<file path="src/rtl/sd_adc_cic_if.sv">
// Output handshake bundle of the sigma-delta ADC: sample, valid/ready, and overrun flag.
interface sd_adc_cic_if #(
    parameter int OUT_W = 12
);
    logic             out_valid;
    logic             out_ready;
    logic [OUT_W-1:0] dout;
    logic             overrun;

    modport master (output out_valid, output dout, output overrun, input out_ready);
    modport slave  (input out_valid, input dout, input overrun, output out_ready);
endinterface

</file>
<file path="src/rtl/sd_adc_cic.sv">
// First-order sigma-delta modulator feedback plus ORDER-stage CIC decimator with saturated output.
// Define SD_ADC_DCBLOCK_EN to insert a one-pole DC blocker after scaling (adds one clock of latency).
module sd_adc_cic #(
    parameter int ORDER      = 3,
    parameter int DECIM_LOG2 = 6,
    parameter int OUT_W      = 12,
    parameter int DC_SHIFT   = 8
) (
    input  logic            clk,
    input  logic            reset,
    input  logic            ce,
    input  logic            sdin,
    output logic            fb,
    output logic            newsample,
    sd_adc_cic_if.master    bus
);
    localparam int ACC_W  = ORDER * DECIM_LOG2 + 1;
    localparam int MSB    = ORDER * DECIM_LOG2;
    localparam int WARM_W = $clog2(ORDER + 1);

    logic                  fb_r;
    logic [DECIM_LOG2-1:0] cnt_r;
    logic [WARM_W-1:0]     warm_r;
    logic [ACC_W-1:0]      integ_r [ORDER];
    logic [ACC_W-1:0]      cdly_r  [ORDER];
    logic [ACC_W-1:0]      integ_s [ORDER];
    logic [ACC_W-1:0]      dly_in_s[ORDER];
    logic [ACC_W-1:0]      raw_s;
    logic [OUT_W-1:0]      s_s;
    logic                  tick_s;
    logic                  qual_s;
    logic                  load_s;
    logic [OUT_W-1:0]      load_dat_s;
    logic                  out_valid_r;
    logic [OUT_W-1:0]      dout_r;
    logic                  overrun_r;

    // Bit MSB can only be set by the full-scale value R^N, which is clipped to all ones.
    function automatic logic [OUT_W-1:0] scale(input logic [ACC_W-1:0] raw);
        logic [OUT_W-1:0] res;
        if (raw[MSB]) begin
            res = {OUT_W{1'b1}};
        end else begin
            res = raw[MSB-1 -: OUT_W];
        end
        return res;
    endfunction

    assign tick_s = ce & (&cnt_r);
    assign qual_s = tick_s & (warm_r == WARM_W'(ORDER));

    // Integrator chain (each stage fed by the next value of the previous one) and comb chain.
    always_comb begin
        logic [ACC_W-1:0] run;
        run = {{(ACC_W-1){1'b0}}, ~fb_r};
        for (int k = 0; k < ORDER; k++) begin
            run        = integ_r[k] + run;
            integ_s[k] = run;
        end
        for (int k = 0; k < ORDER; k++) begin
            dly_in_s[k] = run;
            run         = run - cdly_r[k];
        end
        raw_s = run;
        s_s   = scale(raw_s);
    end

    // Modulator feedback, integrators, decimation counter, comb delays and warm-up counter.
    always_ff @(posedge clk or posedge reset) begin
        if (reset) begin
            fb_r   <= 1'b0;
            cnt_r  <= '0;
            warm_r <= '0;
            for (int k = 0; k < ORDER; k++) begin
                integ_r[k] <= '0;
                cdly_r[k]  <= '0;
            end
        end else if (ce) begin
            fb_r  <= ~sdin;
            cnt_r <= cnt_r + DECIM_LOG2'(1);
            for (int k = 0; k < ORDER; k++) begin
                integ_r[k] <= integ_s[k];
            end
            if (tick_s) begin
                for (int k = 0; k < ORDER; k++) begin
                    cdly_r[k] <= dly_in_s[k];
                end
                if (warm_r != WARM_W'(ORDER)) begin
                    warm_r <= warm_r + WARM_W'(1);
                end
            end
        end
    end

`ifdef SD_ADC_DCBLOCK_EN
    logic [OUT_W+DC_SHIFT-1:0] dc_acc_r;
    logic [OUT_W-1:0]          dc_s_r;
    logic                      dc_pend_r;
    logic signed [OUT_W+1:0]   dc_y_s;
    logic [OUT_W-1:0]          dc_out_s;

    // Blocker stage: hold the scaled sample one clock, then update the DC estimate.
    always_ff @(posedge clk or posedge reset) begin
        if (reset) begin
            dc_acc_r  <= '0;
            dc_s_r    <= '0;
            dc_pend_r <= 1'b0;
        end else begin
            dc_pend_r <= qual_s;
            if (qual_s) begin
                dc_s_r <= s_s;
            end
            if (dc_pend_r) begin
                dc_acc_r <= dc_acc_r + {{DC_SHIFT{1'b0}}, dc_s_r} - (dc_acc_r >> DC_SHIFT);
            end
        end
    end

    // Remove the DC estimate, re-centre on mid-scale and clamp to the unsigned range.
    always_comb begin
        dc_y_s = $signed({2'b00, dc_s_r})
               - $signed({2'b00, dc_acc_r[OUT_W+DC_SHIFT-1:DC_SHIFT]})
               + $signed({2'b01, {OUT_W{1'b0}}} >> 1);
        if (dc_y_s < $signed({(OUT_W+2){1'b0}})) begin
            dc_out_s = '0;
        end else if (dc_y_s > $signed({2'b00, {OUT_W{1'b1}}})) begin
            dc_out_s = {OUT_W{1'b1}};
        end else begin
            dc_out_s = dc_y_s[OUT_W-1:0];
        end
    end

    assign load_s     = dc_pend_r;
    assign load_dat_s = dc_out_s;
`else
    assign load_s     = qual_s;
    assign load_dat_s = s_s;
`endif

    // Output register: a new sample always wins; overwriting an unconsumed one flags overrun.
    always_ff @(posedge clk or posedge reset) begin
        if (reset) begin
            out_valid_r <= 1'b0;
            dout_r      <= '0;
            overrun_r   <= 1'b0;
        end else if (load_s) begin
            dout_r      <= load_dat_s;
            out_valid_r <= 1'b1;
            overrun_r   <= out_valid_r & ~bus.out_ready;
        end else begin
            overrun_r <= 1'b0;
            if (out_valid_r & bus.out_ready) begin
                out_valid_r <= 1'b0;
            end
        end
    end

    assign fb            = fb_r;
    assign newsample     = tick_s;
    assign bus.out_valid = out_valid_r;
    assign bus.dout      = dout_r;
    assign bus.overrun   = overrun_r;

endmodule

</file>
<file path="src/flat_wrapper.sv">
// flat-port wrapper written by rule: the top's interface ports become plain ports
module sd_adc_cic_flat 
#(
    parameter int ORDER      = 3,
    parameter int DECIM_LOG2 = 6,
    parameter int OUT_W      = 12,
    parameter int DC_SHIFT   = 8
)
  (clk, reset, ce, sdin, fb, newsample, bus_out_valid, bus_dout, bus_overrun, bus_out_ready);
  sd_adc_cic_if #(.OUT_W(OUT_W)) bus_i ();
  input  logic clk;
  input  logic reset;
  input  logic ce;
  input  logic sdin;
  output logic fb;
  output logic newsample;
  output wire logic [$bits(bus_i.out_valid)-1:0] bus_out_valid;
  output wire logic [$bits(bus_i.dout)-1:0] bus_dout;
  output wire logic [$bits(bus_i.overrun)-1:0] bus_overrun;
  input wire logic [$bits(bus_i.out_ready)-1:0] bus_out_ready;
  assign bus_out_valid = bus_i.out_valid;
  assign bus_dout = bus_i.dout;
  assign bus_overrun = bus_i.overrun;
  assign bus_i.out_ready = bus_out_ready;
  sd_adc_cic #(.ORDER(ORDER), .DECIM_LOG2(DECIM_LOG2), .OUT_W(OUT_W), .DC_SHIFT(DC_SHIFT)) u_core (.clk(clk), .reset(reset), .ce(ce), .sdin(sdin), .fb(fb), .newsample(newsample), .bus(bus_i));
endmodule
</file>
<file path="config.mk">
export PLATFORM = sky130hd
export DESIGN_NAME = sd_adc_cic_flat
export DESIGN_NICKNAME = d
export VERILOG_FILES = /design/src/rtl/sd_adc_cic_if.sv /design/src/rtl/sd_adc_cic.sv /design/src/flat_wrapper.sv
export SDC_FILE = /design/constraint.sdc
export NUM_CORES = 1
export LEC_CHECK = 0
export ABC_AREA = 1
export CORE_ASPECT_RATIO = 0.9
export CORE_MARGIN = 2
export CORE_UTILIZATION = 58
export DETAILED_ROUTE_END_ITERATION = 8
export PLACE_DENSITY = 0.78
export SKIP_CTS_REPAIR_TIMING = 1
export SYNTH_ARGS = -nofsm -noshare
export SYNTH_HDL_FRONTEND = slang
export SYNTH_SLANG_ARGS = --single-unit
</file>
<file path="constraint.sdc">
create_clock -name clk -period 6.2 [get_ports clk]
set_input_delay 1.24 -clock clk [delete_from_list [all_inputs] [get_ports clk]]
set_output_delay 1.24 -clock clk [all_outputs]
set_load 0.05 [all_outputs]
</file>
* Yosys cells after proc, flatten, opt, wreduce, memory -nomap -nowiden
Index checks and enable logic that the tools add are counted.
** Cells by class
- Reductions and logical operators :: 4
- Equality and inequality tests :: 2
- Bitwise gates (word level) :: 7
- Muxes and demuxes :: 4
- $add $sub $neg :: 8
** Operators with widths (count)
- subtractor 19 bit :: 3
- adder 19 bit :: 2
- adder 19 x 1 -> 19 bit :: 1
- 2-to-1 mux 12 bit :: 1
- adder 6 x 1 -> 6 bit, second input constant :: 1
- AND reduction 6 bit :: 1
- AND 1 bit :: 4
- 2-to-1 mux 1 bit :: 3
- NOT 1 bit :: 3
- AND reduction 3 bit :: 1
- adder 2 x 1 -> 2 bit, second input constant :: 1
- == test 2 bit, second input constant :: 1
- != test 2 bit, second input constant :: 1
- AND reduction 2 bit :: 1
- nonzero test 2 bit :: 1
** Word-level totals
- Output and inout bits :: 16
- Register bits :: 137
- Logic and storage cells :: 37
- Input bits :: 5

* Longest topological paths before layout
- Depth in word-level cells :: 8
- Depth in mapped cells :: 50
- Mapped depth without buffers :: 49

* Worst setup path before layout
Ideal clock, no wire load.
- Path kind :: register to register
- Start point :: reg u_core.fb_r (netlist: u_core.fb)
- End point :: reg u_core.dout_r[0] (netlist: u_core.bus.dout[0])
- Library setup time :: 113 ps
- Setup slack :: -1046 ps
- Buffers on the path :: 1
- Required time :: 6087 ps
- Data arrival time :: 7134 ps
- Stages on the path, launching flop included :: 50
- Clock period less this slack :: 7246 ps
- Path through :: dfrtp_1 -> inv_1 -> ha_1 -> nand2_2 -> nor2_1 -> or2_2 -> nand2_1 -> inv_1 -> ha_1 -> nand2_1 -> nand2_1 -> a31oi_1 -> xor2_1 -> ha_1 -> nand2_1 -> o21ai_0 -> a21oi_1 -> o21bai_1 -> (+14 left out) -> ha_1 -> a21oi_1 -> o21ai_0 -> a31oi_1 -> nand2_1 -> xor2_1 -> ha_1 -> inv_1 -> o31ai_1 -> a21oi_1 -> or2_2 -> nand2_1 -> inv_1 -> nand2_2 -> buf_6 -> nand3_2 -> nand2_1 -> inv_1
** RTL lines
- from (decl) :: line sd_adc_cic.sv:21 : logic fb_r;
- from (signal assigned) :: line sd_adc_cic.sv:79 : fb_r <= ~sdin;
- to (signal assigned) :: line sd_adc_cic.sv:147 : dout_r <= load_dat_s;
- to (decl) :: line sd_adc_cic.sv:35 : logic [OUT_W-1:0] dout_r;

==> impl_summary.log <==
[metrics] outcome: finished, violations left
[metrics] violated checks: setup timing
[metrics] number of enable-type register cells in the synthesized netlist: 0
[metrics] RSZ-0062 raised after global routing: yes
[metrics] worst-case reg-to-reg path depth: 48
[metrics] Reg-to-Reg Start: u_core.fb
[metrics] I/O pin total: 21
[metrics] number of clock buffers inserted by TritonCTS: 17
[metrics] Setup TNS: -34.08 ns
[metrics] Pre-Repair DR Iteration Count: 7
[metrics] Least-Margin Pin Slew: a little over 1 ns
[metrics] effective utilization at floorplan: roughly three fifths
[metrics] Final Cycle Share: 137%
[metrics] net count after synthesis: ~1400
[metrics] die area: around 18000 um^2
[metrics] H-tree depth reported by CTS: 4
[metrics] Post-Route Skew: between 0.008 and 0.009 ns
[metrics] slowest cell on the critical path: dfrtp_2
[metrics] Max Cap Violations: 0
[metrics] Synth Flop Type: dfrtp_1
[metrics] share of synthesized registers carrying an async set or reset: 100%
[metrics] overflow left after global routing: 0
[metrics] hold_ws: 0.473 ns
[metrics] routability congestion estimate: roughly 0.94
[metrics] Die Span X: about 140 um
[metrics] classification of the worst-slack hold path: reg -> reg
[metrics] largest net degree at the start of global routing: ~100
[metrics] Layout Nets: approximately 1700
[metrics] Rows: between 40 and 50
[metrics] buffer levels on the longest clock path: 2
[metrics] launching instance or port of the critical path: u_core.fb
[metrics] via/cell ratio: roughly 6.4
[metrics] Area growth, synth to finish: 43.3%
[metrics] achievable frequency: between 100 and 150 MHz
[metrics] DRT iter0 DRCs: approximately 1600
[metrics] most common cell type on the critical path: nand2_1
[metrics] number of clock sinks: about 140
[metrics] overall track demand over capacity in global routing: slightly above 30%
[metrics] count of cell types in the netlist: 40
[metrics] shortest clock period the worst path allows after layout: 8.48 ns
[metrics] kind of capture point of the worst setup path: flop
[metrics] synthesized cell area: between 9000 and 10000 um^2
[metrics] commonest non-fill, non-tap cell in the layout: nand2_1
[metrics] fraction of final layout cells sized beyond drive strength 1: approximately 34%
[metrics] global-route wire length before repair: 44.4 mm
[metrics] instance count along the most critical hold path: 1
[metrics] Post-Place Worst Slack: -1.41 ns
[metrics] biggest cell delay along the critical path: roughly 0.41 ns
[metrics] instance count of the mapped netlist: ~1300
[metrics] register bit total from synthesis: between 100 and 150
[metrics] required time of the critical path: around 6.5 ns
[metrics] number of buffers inserted by port buffering: 20
[metrics] die span in y: roughly 130 um
[metrics] Data arrival, critical path: approximately 8.8 ns
[metrics] Final WS setup: -2.28 ns
[metrics] via total after detailed routing: about 12000
[metrics] most frequent cells in the layout: 346 x nand2_1, 274 x buf_4, 171 x inv_1
[metrics] Post-Synthesis Mean Instance Area: 7.50 um^2
[metrics] number of antenna violations at the first check in global routing: 1
[metrics] number of setup violations in the final report: 24
[metrics] Critical Path Fanout Max: 6
[metrics] worst setup slack for register-to-register paths: -2.28 ns
[metrics] count of yosys warnings during synthesis: 0
[metrics] DRC Markers: 0
[metrics] CP Launch Type: flop
[metrics] kind of critical path: reg -> reg
[metrics] max-slew headroom at the worst pin: approximately a third
[metrics] Reg-to-Reg End: u_core.bus.dout[10]
[metrics] count of endpoints failing hold in the final timing report: 0
[metrics] end-of-flow core utilization: 84.9%
[metrics] clock network latency to the later pin of the worst-skew pair: between 0.4 and 0.5 ns
[metrics] number of antenna diodes: 0
[metrics] final routed wire length divided by cell count: between 20 and 25 um
[metrics] post-detailed-placement half-perimeter wirelength: around 19 mm
[metrics] placeable core region: 16800 um^2
[metrics] portion of the post-synthesis area used by sequential elements: about a third
[metrics] Hold Crit Endpoint: u_core.cnt_r[5]
[metrics] final count of pins violating max slew: 0
[metrics] clock-pin slew reported for the worst setup and hold paths after clock tree synthesis: 0.06 ns
[metrics] TritonCTS clock tree: done
[metrics] clock root buffer: clkbuf_16
[metrics] vias in the first global route: between 9000 and 10000
[metrics] Worst Hold Launch: u_core.cnt_r[5]
[metrics] sum of routed wire length over all layers: about 40 mm
[metrics] Antenna Nets Post-Route: 0
## through the flow
stage / cell area, um^2 / std cells
floorplan: 10100 / 1330
finish: 14300 / 1848
global route: 14300 / 1848
detailed placement: 12300 / 1779
global placement: 12300 / 1779
CTS: 12900 / 1811
## cell usage after synthesis, types with 2 or more instances
library cell	instances	area (um^2)
clkbuf_1	20	75.1
a21boi_0	2	15.0
inv_2	2	7.51
nand2_1	372	1400
nor2_4	2	22.5
nand2_2	8	50.1
a21o_1	5	37.5
fa_1	4	80.1
nor3_1	18	90.1
inv_1	186	698
o21bai_1	6	45.0
a21oi_1	95	475
o31ai_1	5	37.5
nor3b_1	2	15.0
nand4_1	8	50.1
nand3_2	19	190
dfrtp_1	137	3430
xnor2_1	25	219
o221ai_1	2	17.5
nand3_1	35	175
or2_2	17	106
buf_1	6	22.5
ha_1	94	1180
o211ai_1	3	22.5
a31oi_1	11	68.8
nor2_2	2	12.5
o21ai_0	111	556
xor2_1	60	526
o21ai_1	4	20.0
nor2_1	55	206
buf_6	2	22.5
nand3b_1	2	15.0
o2111ai_1	3	26.3
## area by class of cell
cell class | instances | area [um^2]
clock buffers | 24 | 492
flip-flops and latches | 137 | 3430
well taps | 211 | 264
fillers | 743 | 2550
repair buffers | 304 | 2400
multi-input cells | 976 | 6900
clock inverters | 8 | 92.6
inverters | 188 | 711
## worst max-delay path: cells and delay by family, from the launching register on
family | cells | cell delay (ns)
XOR/XNOR | 5 | 1.25
AND/OR/NAND/NOR | 21 | 2.54
adder cells (fa/ha/maj) | 6 | 1.82
AO/OA/AOI/OAI | 7 | 1.35
flip-flops | 1 | 0.41
buffers and inverters | 9 | 0.96
## worst max path at each step
stage | cells after the start | endpoint | slack, ns
floorplan | 47 | u_core.bus.dout[0] | -0.45
global placement | 44 | u_core.bus.dout[10] | -1.17
detailed placement | 46 | u_core.bus.dout[10] | -1.41
CTS | 46 | u_core.bus.dout[10] | -1.49
global route | 50 | u_core.bus.dout[10] | -2.39
finish | 48 | u_core.bus.dout[10] | -2.28
## cell families after synthesis
group / count (synthesis) / synth area share, %
AND/OR/NAND/NOR: 542 / 23.5
AO/OA/AOI/OAI: 250 / 13.6
XOR/XNOR: 85 / 7.47
flip-flops: 137 / 34.4
buffers and inverters: 217 / 8.33
multiplexers: 1 / 0.113
adder cells (fa/ha/maj): 98 / 12.6
## routing by layer
| layer | GRT usage (%) | vias to the layer above | routed length [um] |
|---|---|---|---|
| met1 | 40.7 | 5387 | 14000 |
| met4 | 7.53 | 0 | 3510 |
| met3 | 6.66 | 414 | 4690 |
| li1 | - | 4868 | - |
| met5 | 0 | - | 0 |
| met2 | 50.1 | 1096 | 17500 |
## flip-flops by register name, summed over array words and instances, names as in the netlist
| register | count |
|---|---|
| u_core.fb | 1 |
| u_core.warm_r | 2 |
| u_core.bus.out_valid | 1 |
| u_core.integ_r | 57 |
| u_core.bus.overrun | 1 |
| u_core.cnt_r | 6 |
| u_core.cdly_r | 57 |
| u_core.bus.dout | 12 |
Power is not shown: default switching activity piles up to over one toggle a cycle in this logic, so the estimate is an artifact.
